$ cat config.mk
export PLATFORM = sky130hd
export DESIGN_NAME = tdm_demux
export DESIGN_NICKNAME = d
export VERILOG_FILES = /design/src/rtl/tdm_demux.sv
export SDC_FILE = /design/constraint.sdc
export NUM_CORES = 1
export LEC_CHECK = 0
export ABC_AREA = 0
export CAP_MARGIN = 20
export CORE_AREA = 4 4 41 43
export DETAILED_ROUTE_END_ITERATION = 12
export DIE_AREA = 0 0 45 47
export MAX_ROUTING_LAYER = met4
export PLACE_DENSITY = 0.57
export SLEW_MARGIN = 20
export SYNTH_ARGS = -nofsm -noshare
export SYNTH_HDL_FRONTEND = slang
export SYNTH_SLANG_ARGS = --single-unit
$ cat constraint.sdc
create_clock -name clk -period 1 [get_ports clk]
set_input_delay 0.1 -clock clk [delete_from_list [all_inputs] [get_ports clk]]
set_output_delay 0.1 -clock clk [all_outputs]
set_load 0.005 [all_outputs]
$ cat src/rtl/tdm_demux.sv
// tdm_demux: distributes a framed TDM sample stream into per-channel holding registers
module tdm_demux #(
  parameter int CH = 2,
  parameter int DW = 2
) (
  input  logic             clk,
  input  logic             rst_n,
  input  logic [DW-1:0]    din,
  input  logic             in_valid,
  input  logic             frame_sync,
  output logic [CH*DW-1:0] ch_out,
  output logic [CH-1:0]    ch_valid,
  output logic             frame_done,
  output logic             locked,
  output logic             sync_err
);
  localparam int SW = $clog2(CH);
  typedef enum logic {HUNT, LOCK} state_t;
  state_t state;
  logic [SW-1:0] slot;
  assign locked = (state == LOCK);
  always_ff @(posedge clk or negedge rst_n)
    if (!rst_n) begin
      state      <= HUNT;
      slot       <= '0;
      ch_out     <= '0;
      ch_valid   <= '0;
      frame_done <= 1'b0;
      sync_err   <= 1'b0;
    end else begin
      ch_valid   <= '0;
      frame_done <= 1'b0;
      sync_err   <= 1'b0;
      if (in_valid) begin
        if (frame_sync) begin
          // a sync beat always restarts the frame; arriving mid-frame it is an early sync
          ch_out[0 +: DW] <= din;
          ch_valid[0]     <= 1'b1;
          slot            <= SW'(1);
          sync_err        <= (state == LOCK) && (slot != '0);
          state           <= LOCK;
        end else if (state == LOCK) begin
          if (slot == '0) begin
            sync_err <= 1'b1;
            state    <= HUNT;
          end else begin
            ch_out[int'(slot)*DW +: DW] <= din;
            ch_valid[slot]              <= 1'b1;
            frame_done                  <= (slot == SW'(CH-1));
            slot                        <= (slot == SW'(CH-1)) ? '0 : slot + 1'b1;
          end
        end
      end
    end
endmodule

==> run_results.csv, run 1 <==
group,metric,value,unit
clocking,cts_made_buffers,3,
placement,placed_cells_incl_taps,57,
worst_setup_path,cp_data_arrival_time,1260,ps
worst_setup_path,critPathMaxFanout,3,
final_layout,nets,54,
clocking,path_clk_slew,60,ps
placement,place.gp.congestion,0.864,
worst_setup_path,critPathKind,"reg2reg",
power_and_ir_drop,power.leakage,0.000281,µW
floorplanning,io_pins,15,
floorplanning,die_area,2120,µm²
global_route,grt_max_degree,10,
sta,final-setup-viol-count,2,
worst_setup_path,cp_cell_sequence,"buf_6 -> nand4b_1 -> mux2_4",
yosys,syn_area,339,µm²
sta,hold_violations,0,
sta,clock_skew,2.69,ps
global_route,grtUsageTotal,0.0895,
global_route,grt_pass1_wl,1240,µm
worst_setup_path,start_kind,"flop",
global_route,antenna_found_initial,0,
clocking,cts.sinks,9,
final_layout,diodes,0,
routing,drc,0,
power_and_ir_drop,power.density,1800,nW/µm²
global_route,grt_pass1_vias,281,
yosys,synth_enable_flop_cells,0,
routing,wl,685,µm
worst_setup_path,cp_data_required_time,1140,ps
yosys,yosysSeqAreaShare,0.664,
yosys,yosysWarnings,0,
yosys,async_flop_share,1.00,
status,run_status,"finished with violations",
clocking,cts_hold_buf,0,
sta,slew_headroom,0.732,
final_layout,drive_above_1_share,0.277,
power_and_ir_drop,peakVddDrop,1050,µV
yosys,synth.top_cells.by_count,"dfrtp_1 (9), mux2_2 (4), inv_1 (3)",
yosys,yosysTopAreaCell,"dfrtp_1",
placement,place_ws,-311,ps
sta,maxSlewViolCount,0,
sta,tightestPinTransition,400,ps
yosys,synth.area.top_cells,"dfrtp_1 (66%), mux2_2 (13%), inv_1 (3.3%)",
worst_setup_path,critPathMaxStageDelay,380,ps
final_layout,fillers,128,
global_route,grt_overflow,0,
sta,hold_slack,141,ps
floorplanning,die-width,45,µm
floorplanning,core.rowCount,13,
routing,ant_nets,0,
yosys,yosysMostFrequentCell,"dfrtp_1",
run,maxCapViolCount,0,
final_layout,area_delta_synth_final,66.4,%
worst_hold_path,hold_class,"in2async",
clocking,h-tree-depth,1,
sta,fin_crit,1120,ps
worst_setup_path,reg2reg_slack,-120,ps
yosys,ys_types,11,
routing,vias,254,
sta,min_period_over_period,1.12,
final_layout,fin_util,0.434,
clocking,clockBufferDepth,2,
clocking,clk-insertion-delay-late,250,ps
yosys,synth-seq-cells,9,
routing,drt_iter0_markers,0,
yosys,syn_avg_cell_area,13.6,µm²
placement,portBuffers,14,
routing,routedWlPerCell,11.0,µm
sta,setup_ws,-118,ps
yosys,yosysTopAreaCellShare,0.664,
status,violations,"setup timing",
yosys,synthFlopType,"dfrtp_1",
routing,vias_per_cell,4.10,
worst_setup_path,crit_path_top_delay_cell,"dfrtp_1",
routing,dr.pass1.iters,1,
final_layout,finalNonFillerCells,62,
clocking,root_buffer,"clkbuf_4",
yosys,synthCells,25,
placement,hpwl,573,µm
sta,rsz0062_at_grt,"true",
yosys,synth_fp_nets,31,
floorplanning,die_y,47,µm
worst_setup_path,cp-end-kind,"flop",
floorplanning,initial_core_util,0.261,
sta,fmax,0.895,GHz
clocking,cts_tree,"built",
floorplanning,core,1300,µm²
## final cells by class
type / count / area (µm²) / area share
flip-flops and latches: 9 / 225 / 0.399
repair buffers: 19 / 180 / 0.319
multi-input cells: 12 / 103 / 0.182
clock buffers: 4 / 26.3 / 0.0466
well taps: 15 / 18.8 / 0.0333
inverters: 3 / 11.3 / 0.0200
## path summary, 6_finish.rpt
path / from / to / depth (start not counted)
max in group asynchronous: rst_n / ch_out[1]$_DFFE_PN0P_ / 1
hold reg to reg: ch_out[1]$_DFFE_PN0P_ / ch_out[1]$_DFFE_PN0P_ / 1
min in group clk: din[0] / ch_out[2]$_DFFE_PN0P_ / 2
setup reg to reg: locked$_DFFE_PN0P_ / ch_out[2]$_DFFE_PN0P_ / 3
setup / recovery: locked$_DFFE_PN0P_ / ch_out[2]$_DFFE_PN0P_ / 3
hold / removal: rst_n / ch_valid[0]$_DFF_PN0_ / 1
## registers in the layout, summed over array words and instances, names as in the netlist
| signal | count |
|---|---|
| locked | 1 |
| sync_err | 1 |
| ch_valid | 2 |
| ch_out | 4 |
| slot | 1 |
## what timing repair did
action / 4_1_cts / 5_1_grt
gates resized for setup: 11 / 9
hold endpoints to repair: 0 / 0
endpoints found under the setup margin: 11 / 11
buffers inserted: 1 / 0
pin swaps: 0 / 0
## per-layer routing
metal  track usage  share of wire  vias to the layer above  routed length [µm]
li1              -              -                      124                   -
met1        0.0903           0.35                      123                 240
met2         0.138           0.57                        7                 392
met3        0.0690          0.076                        0                  52
met4        0.0175              0                        0                   0
met5             -              0                        -                   0
## through the flow
step	area, µm²	TNS [ps]	total power, µW
2_1_floorplan	339	0	554
3_3_place_gp	520	-1010	751
3_5_place_dp	520	-1340	756
4_1_cts	546	-271	999
5_1_grt	564	-420	1100
6_report	564	-235	1010
## critical path, delay by kind of cell, from the launching register on
family | cells | cell delay (ps)
buf+inv | 1 | 120
flops | 1 | 380
mux | 1 | 320
simple gates | 1 | 180
## power by group
group,leakage (µW),internal [µW],total (µW),switching [µW]
registers,0.000110,432,467,35.5
logic,0.000156,194,282,88.0
clock network,0.0000150,153,264,111
total,0.000281,779,1010,234
## logic make-up (layout without fill, tap and decap cells)
family / after synthesis / in the layout / synth area share
mux: 4 / 4 / 0.133
compound gates: 2 / 2 / 0.0443
buf+inv: 4 / 26 / 0.0554
simple gates: 5 / 5 / 0.0775
flops: 9 / 9 / 0.664
xor+xnor: 1 / 1 / 0.0258
## layout by cell type, fill, tap and decap left out, types with 2 or more instances in the layout
master / instances
buf_4: 4
nand2_1: 2
clkdlybuf4s50_1: 5
mux2_2: 2
dfrtp_1: 9
clkdlybuf4s15_1: 8
clkbuf_4: 3
inv_1: 3
mux2_4: 2
No activity file was read; power rests on OpenSTA's default activity.
==> run 2: changes to the inputs <==
--- a/config.mk
+++ b/config.mk
@@ -7,9 +7,9 @@
 export LEC_CHECK = 0
 export ABC_AREA = 0
 export CAP_MARGIN = 20
-export CORE_AREA = 4 4 41 43
+export CORE_AREA = 2 2 39 41
 export DETAILED_ROUTE_END_ITERATION = 12
-export DIE_AREA = 0 0 45 47
+export DIE_AREA = 0 0 41 43
 export MAX_ROUTING_LAYER = met4
 export PLACE_DENSITY = 0.57
 export SLEW_MARGIN = 20
==> run 2 against run 1 <==
Net effect: combinational power up 3%; count of clock-buffer cells in the layout is the same; the run still ends with setup timing left; maximum frequency grew 0.23%; worst hold slack got worse by 2.8 ps; final area up 0.22%; register-to-register slack about the same; critical path depth did not move; clock power about the same; sequential power barely moved; first-iteration DRC count is 2 higher.
==> run_results.csv, run 2 (same netlist as run 1, synthesis figures left out) <==
group,metric,value,unit
status,run_status,"finished with violations",
status,violations,"setup timing",
sta,fin_crit,1120,ps
clocking,path_clk_slew,60,ps
routing,drt_iter0_markers,2,
final_layout,mostFrequentLayoutCell,"dfrtp_1",
power_and_ir_drop,power.leakage,0.000281,µW
worst_setup_path,critPathMaxFanout,3,
power_and_ir_drop,p_seq_frac,0.456,
sta,maxSlewViolCount,0,
worst_setup_path,reg2reg_slack,-120,ps
routing,vias_per_cell,4.14,
worst_setup_path,critPathKind,"reg2reg",
worst_setup_path,cp_top_family,"flip-flops",
global_route,grt_max_degree,10,
worst_setup_path,r2r-start,"locked$_DFFE_PN0P_",
sta,setup_ws,-115,ps
placement,portBuffers,14,
sta,slew_headroom,0.737,
final_layout,regArea,225,µm²
global_route,grt_pass1_vias,279,
final_layout,area_delta_synth_final,66.8,%
clocking,cts_hold_buf,0,
final_layout,fin_util,0.409,
final_layout,top_register,"ch_out",
final_layout,fillers,125,
sta,min_period_over_period,1.12,
floorplanning,core,1380,µm²
power_and_ir_drop,power.density,1820,nW/µm²
floorplanning,core.rowCount,14,
routing,routedWlPerCell,10.7,µm
floorplanning,initial_core_util,0.245,
worst_setup_path,r2r_cells,3,
final_layout,layout_common_cells,"dfrtp_1 (9), clkdlybuf4s15_1 (8), clkdlybuf4s50_1 (5)",
clocking,cts_tree,"built",
sta,hold_violations,0,
routing,drc,0,
placement,hpwl,493,µm
clocking,cts.sinks,9,
sta,rsz0062_at_grt,"true",
final_layout,diodes,0,
final_layout,finalNonFillerCells,63,
global_route,grtUsageTotal,0.0999,
routing,dr.pass1.iters,2,
worst_setup_path,cp_cell_sequence,"buf_6 -> nand4b_1 -> mux2_4",
power_and_ir_drop,power_frac_comb,0.283,
final_layout,drive_above_1_share,0.277,
placement,place.gp.congestion,0.639,
run,maxCapViolCount,0,
power_and_ir_drop,switching_power,244,µW
floorplanning,die_area,1760,µm²
worst_hold_path,hold_class,"in2async",
sta,tightestPinTransition,394,ps
clocking,clockBufferDepth,2,
floorplanning,io_pins,15,
final_layout,multiInputGateArea,103,µm²
sta,final-setup-viol-count,3,
routing,ant_nets,0,
routing,vias,261,
clocking,h-tree-depth,1,
global_route,grt_pass1_wl,1100,µm
worst_setup_path,cp-end-kind,"flop",
worst_setup_path,crit_path_top_delay_cell,"dfrtp_1",
power_and_ir_drop,peakVddDrop,765,µV
global_route,antenna_found_initial,0,
power_and_ir_drop,switching_share,0.238,
floorplanning,die_y,43,µm
worst_setup_path,cp_data_arrival_time,1250,ps
clocking,clk-insertion-delay-late,250,ps
final_layout,largest_reg_flops,4,
worst_setup_path,start_kind,"flop",
power_and_ir_drop,power_frac_clock,0.260,
final_layout,reg_top3,"ch_out x4, ch_valid x2",
clocking,root_buffer,"clkbuf_4",
worst_setup_path,critPathMaxStageDelay,380,ps
placement,placed_cells_incl_taps,56,
global_route,grt_overflow,0,
final_layout,nets,54,
routing,wl,672,µm
worst_setup_path,cp_data_required_time,1140,ps
sta,clock_skew,0.227,ps
sta,fmax,0.897,GHz
sta,fin_tns_setup,-237,ps
power_and_ir_drop,internal-power,783,µW
worst_setup_path,r2r_end,"ch_out[2]$_DFFE_PN0P_",
clocking,cts_made_buffers,3,
worst_setup_path,path_buf_inv,1,
floorplanning,die-width,41,µm
run 2: cell count changes in the layout (fill, tap and decap cells not counted):
cell     delta
o21ai_0     -1
o21ai_1     +1
run 2: routing by layer:
layer	GRT usage	routed length (µm)	vias to the layer above
li1	-	-	125
met1	0.133	301	121
met2	0.125	283	15
met3	0.0366	87	0
met4	0.0600	0	0
met5	-	0	-
run 2: power groups by stage:
stage	combinational, µW	sequential, µW	clock (µW)
5_1_grt	317	474	312
3_5_place_dp	265	473	0
3_3_place_gp	260	472	0
2_1_floorplan	74.5	480	0
4_1_cts	281	468	283
6_report	291	469	267
run 2: layout make-up:
cell class,count,share of cell area
repair buffers,19,0.319
flip-flops and latches,9,0.398
clock buffers,4,0.0465
multi-input cells,12,0.181
inverters,3,0.0199
well taps,16,0.0354
run 2: per-stage QoR:
step / setup WS [ps] / cell area [µm²] / total power, µW / hold WS, ps
4_1_cts: -122 / 553 / 1030 / 145
5_1_grt: -211 / 566 / 1100 / 164
6_report: -115 / 566 / 1030 / 138
3_3_place_gp: -281 / 507 / 733 / 415
3_5_place_dp: -316 / 507 / 738 / 421
2_1_floorplan: 1.89 / 339 / 554 / -196
run 2: worst register-to-register path: stages, from the launching register on:
cell      delay [ps]
dfrtp_1          380
buf_6            120
nand4b_1         180
mux2_4           320
run 2: timing repair:
item,in CTS,in global routing
endpoints found under the setup margin,11,7
buffers inserted,2,1
resized for setup,16,5
run 2: how the worst max path moves through the flow:
stage / start / endpoint / slack [ps] / depth (start not counted)
after global placement: frame_sync / ch_out[3]$_DFFE_PN0P_ / -280 / 3
after CTS: locked$_DFFE_PN0P_ / ch_out[2]$_DFFE_PN0P_ / -120 / 3
after detailed placement: frame_sync / ch_out[2]$_DFFE_PN0P_ / -320 / 3
final: locked$_DFFE_PN0P_ / ch_out[2]$_DFFE_PN0P_ / -120 / 3
after global routing: locked$_DFFE_PN0P_ / ch_out[2]$_DFFE_PN0P_ / -210 / 3
after floorplan: locked$_DFFE_PN0P_ / ch_out[2]$_DFFE_PN0P_ / 2 / 2
==> run 3: changes to the inputs <==
--- a/config.mk
+++ b/config.mk
@@ -10,6 +10,7 @@
 export CORE_AREA = 2 2 39 41
 export DETAILED_ROUTE_END_ITERATION = 12
 export DIE_AREA = 0 0 41 43
+export HOLD_SLACK_MARGIN = 0.15
 export MAX_ROUTING_LAYER = met4
 export PLACE_DENSITY = 0.57
 export SLEW_MARGIN = 20
==> run 3 against run 2 <==
Net effect: the flow still finishes with violations (setup timing); critical path depth unchanged; die area unchanged; register-to-register slack about the same; wire length unchanged.
==> run_results.csv, run 3 (same netlist as run 1, synthesis figures left out) <==
group,metric,value,unit
worst_hold_path,hold_class,"in2async",
routing,wl_met2,283,µm
worst_setup_path,crit_path_top_delay_cell,"dfrtp_1",
sta,final-setup-viol-count,3,
sta,slew_headroom,0.731,
sta,fin_tns_setup,-237,ps
placement,portBuffers,14,
worst_setup_path,critPathKind,"reg2reg",
worst_setup_path,cp_data_arrival_time,1250,ps
global_route,grt_overflow,0,
clocking,path_clk_slew,60,ps
worst_setup_path,start_kind,"flop",
routing,routedWlPerCell,10.7,µm
final_layout,top_register,"ch_out",
floorplanning,io_pins,15,
sta,rsz0062_at_grt,"true",
worst_setup_path,r2r-start,"locked$_DFFE_PN0P_",
clocking,cts.sinks,9,
routing,highest_layer,"met3",
placement,place.gp.congestion,0.639,
clocking,h-tree-depth,1,
worst_setup_path,critPathMaxStageDelay,380,ps
routing,dr_wl_met3,83,µm
final_layout,largest_reg_flops,4,
final_layout,reg_top3,"ch_out x4, ch_valid x2",
power_and_ir_drop,peakVddDrop,765,µV
placement,hpwl,493,µm
final_layout,diodes,0,
sta,hold_slack,210,ps
power_and_ir_drop,power.density,1810,nW/µm²
routing,dr.pass1.iters,2,
final_layout,fillers,125,
sta,setup_ws,-115,ps
clocking,root_buffer,"clkbuf_4",
clocking,cts_made_buffers,3,
run,maxCapViolCount,0,
floorplanning,core.rowCount,14,
worst_setup_path,cp-end-kind,"flop",
routing,drt_iter0_markers,2,
routing,ant_nets,0,
sta,maxSlewViolCount,0,
worst_setup_path,cp_cell_sequence,"buf_6 -> nand4b_1 -> mux2_4",
sta,hold_violations,0,
floorplanning,die_y,43,µm
clocking,clockBufferDepth,2,
clocking,cts_tree,"built",
global_route,grtUsageTotal,0.0999,
floorplanning,die_area,1760,µm²
sta,fmax,0.897,GHz
global_route,grt_pass1_wl,1100,µm
final_layout,regArea,225,µm²
status,run_status,"finished with violations",
worst_setup_path,critPathLaunch,"locked$_DFFE_PN0P_",
floorplanning,die-width,41,µm
final_layout,multiInputGateArea,103,µm²
global_route,grt_max_degree,10,
floorplanning,initial_core_util,0.245,
final_layout,layout_common_cells,"dfrtp_1 (9), clkdlybuf4s15_1 (8), clkdlybuf4s50_1 (4), buf_4 (4)",
status,violations,"setup timing",
global_route,antenna_found_initial,0,
final_layout,finalNonFillerCells,63,
worst_setup_path,cp_data_required_time,1140,ps
clocking,clk-insertion-delay-late,250,ps
placement,place_area,507,µm²
routing,vias_per_cell,4.14,
routing,drc,0,
final_layout,drive_above_1_share,0.277,
floorplanning,core,1380,µm²
routing,wl,672,µm
sta,tightestPinTransition,403,ps
sta,min_period_over_period,1.12,
power_and_ir_drop,power.leakage,0.000281,µW
worst_setup_path,critPathMaxFanout,3,
placement,placed_cells_incl_taps,56,
final_layout,area_delta_synth_final,66.8,%
sta,fin_crit,1120,ps
final_layout,mostFrequentLayoutCell,"dfrtp_1",
global_route,grt_pass1_vias,279,
sta,clock_skew,0.227,ps
final_layout,final_area,566,µm²
routing,wl_met1,305,µm
worst_setup_path,reg2reg_slack,-120,ps
final_layout,nets,54,
routing,vias,261,
## run 3: worst max-delay path, delay by kind of cell (launching register included)
| kind | cells | cell delay (ps) |
|---|---|---|
| buffers and inverters | 1 | 120 |
| and+or+nand+nor | 1 | 180 |
| DFF | 1 | 380 |
| muxes | 1 | 320 |
## run 3: per-stage QoR
step / setup WS [ps] / total power [µW] / utilization
2_1_floorplan: 1.89 / 554 / -
3_3_place_gp: -281 / 733 / 0.366
3_5_place_dp: -316 / 738 / 0.366
4_1_cts: -122 / 1040 / 0.407
5_1_grt: -211 / 1100 / 0.409
6_report: -115 / 1030 / 0.409
## run 3: final timing paths
kind / end / depth (start not counted)
min in group clk: ch_out[0]$_DFFE_PN0P_ / 2
setup reg to reg: ch_out[2]$_DFFE_PN0P_ / 3
hold reg to reg: ch_out[1]$_DFFE_PN0P_ / 1
max in group asynchronous: sync_err$_DFF_PN0_ / 1
hold / removal: locked$_DFFE_PN0P_ / 1
setup / recovery: ch_out[2]$_DFFE_PN0P_ / 3
## run 3: per-layer routing
| layer | up-vias | global-route usage |
|---|---|---|
| met5 | - | - |
| met4 | 0 | 0.0600 |
| met3 | 0 | 0.0366 |
| met2 | 15 | 0.125 |
| met1 | 121 | 0.133 |
| li1 | 125 | - |
## run 3: area by class of cell
cell class	count	area share
Inverter	3	0.0199
Clock buffer	4	0.0465
Multi-Input combinational cell	12	0.181
Tap cell	16	0.0354
Timing Repair Buffer	19	0.319
Sequential cell	9	0.398
## run 3: where the power goes
group	internal [µW]	switching [µW]	leakage [µW]
Clock	153	114	0.0000150
Combinational	197	93.4	0.000157
Sequential	432	36.7	0.000110
Total	782	244	0.000281
## run 3: timing repair
action | in CTS | in global routing
resized for setup | 16 | 5
setup endpoints to repair | 11 | 16
buffers inserted | 2 | 1
hold endpoints to repair | 9 | 0
hold buffers | 1 | 0
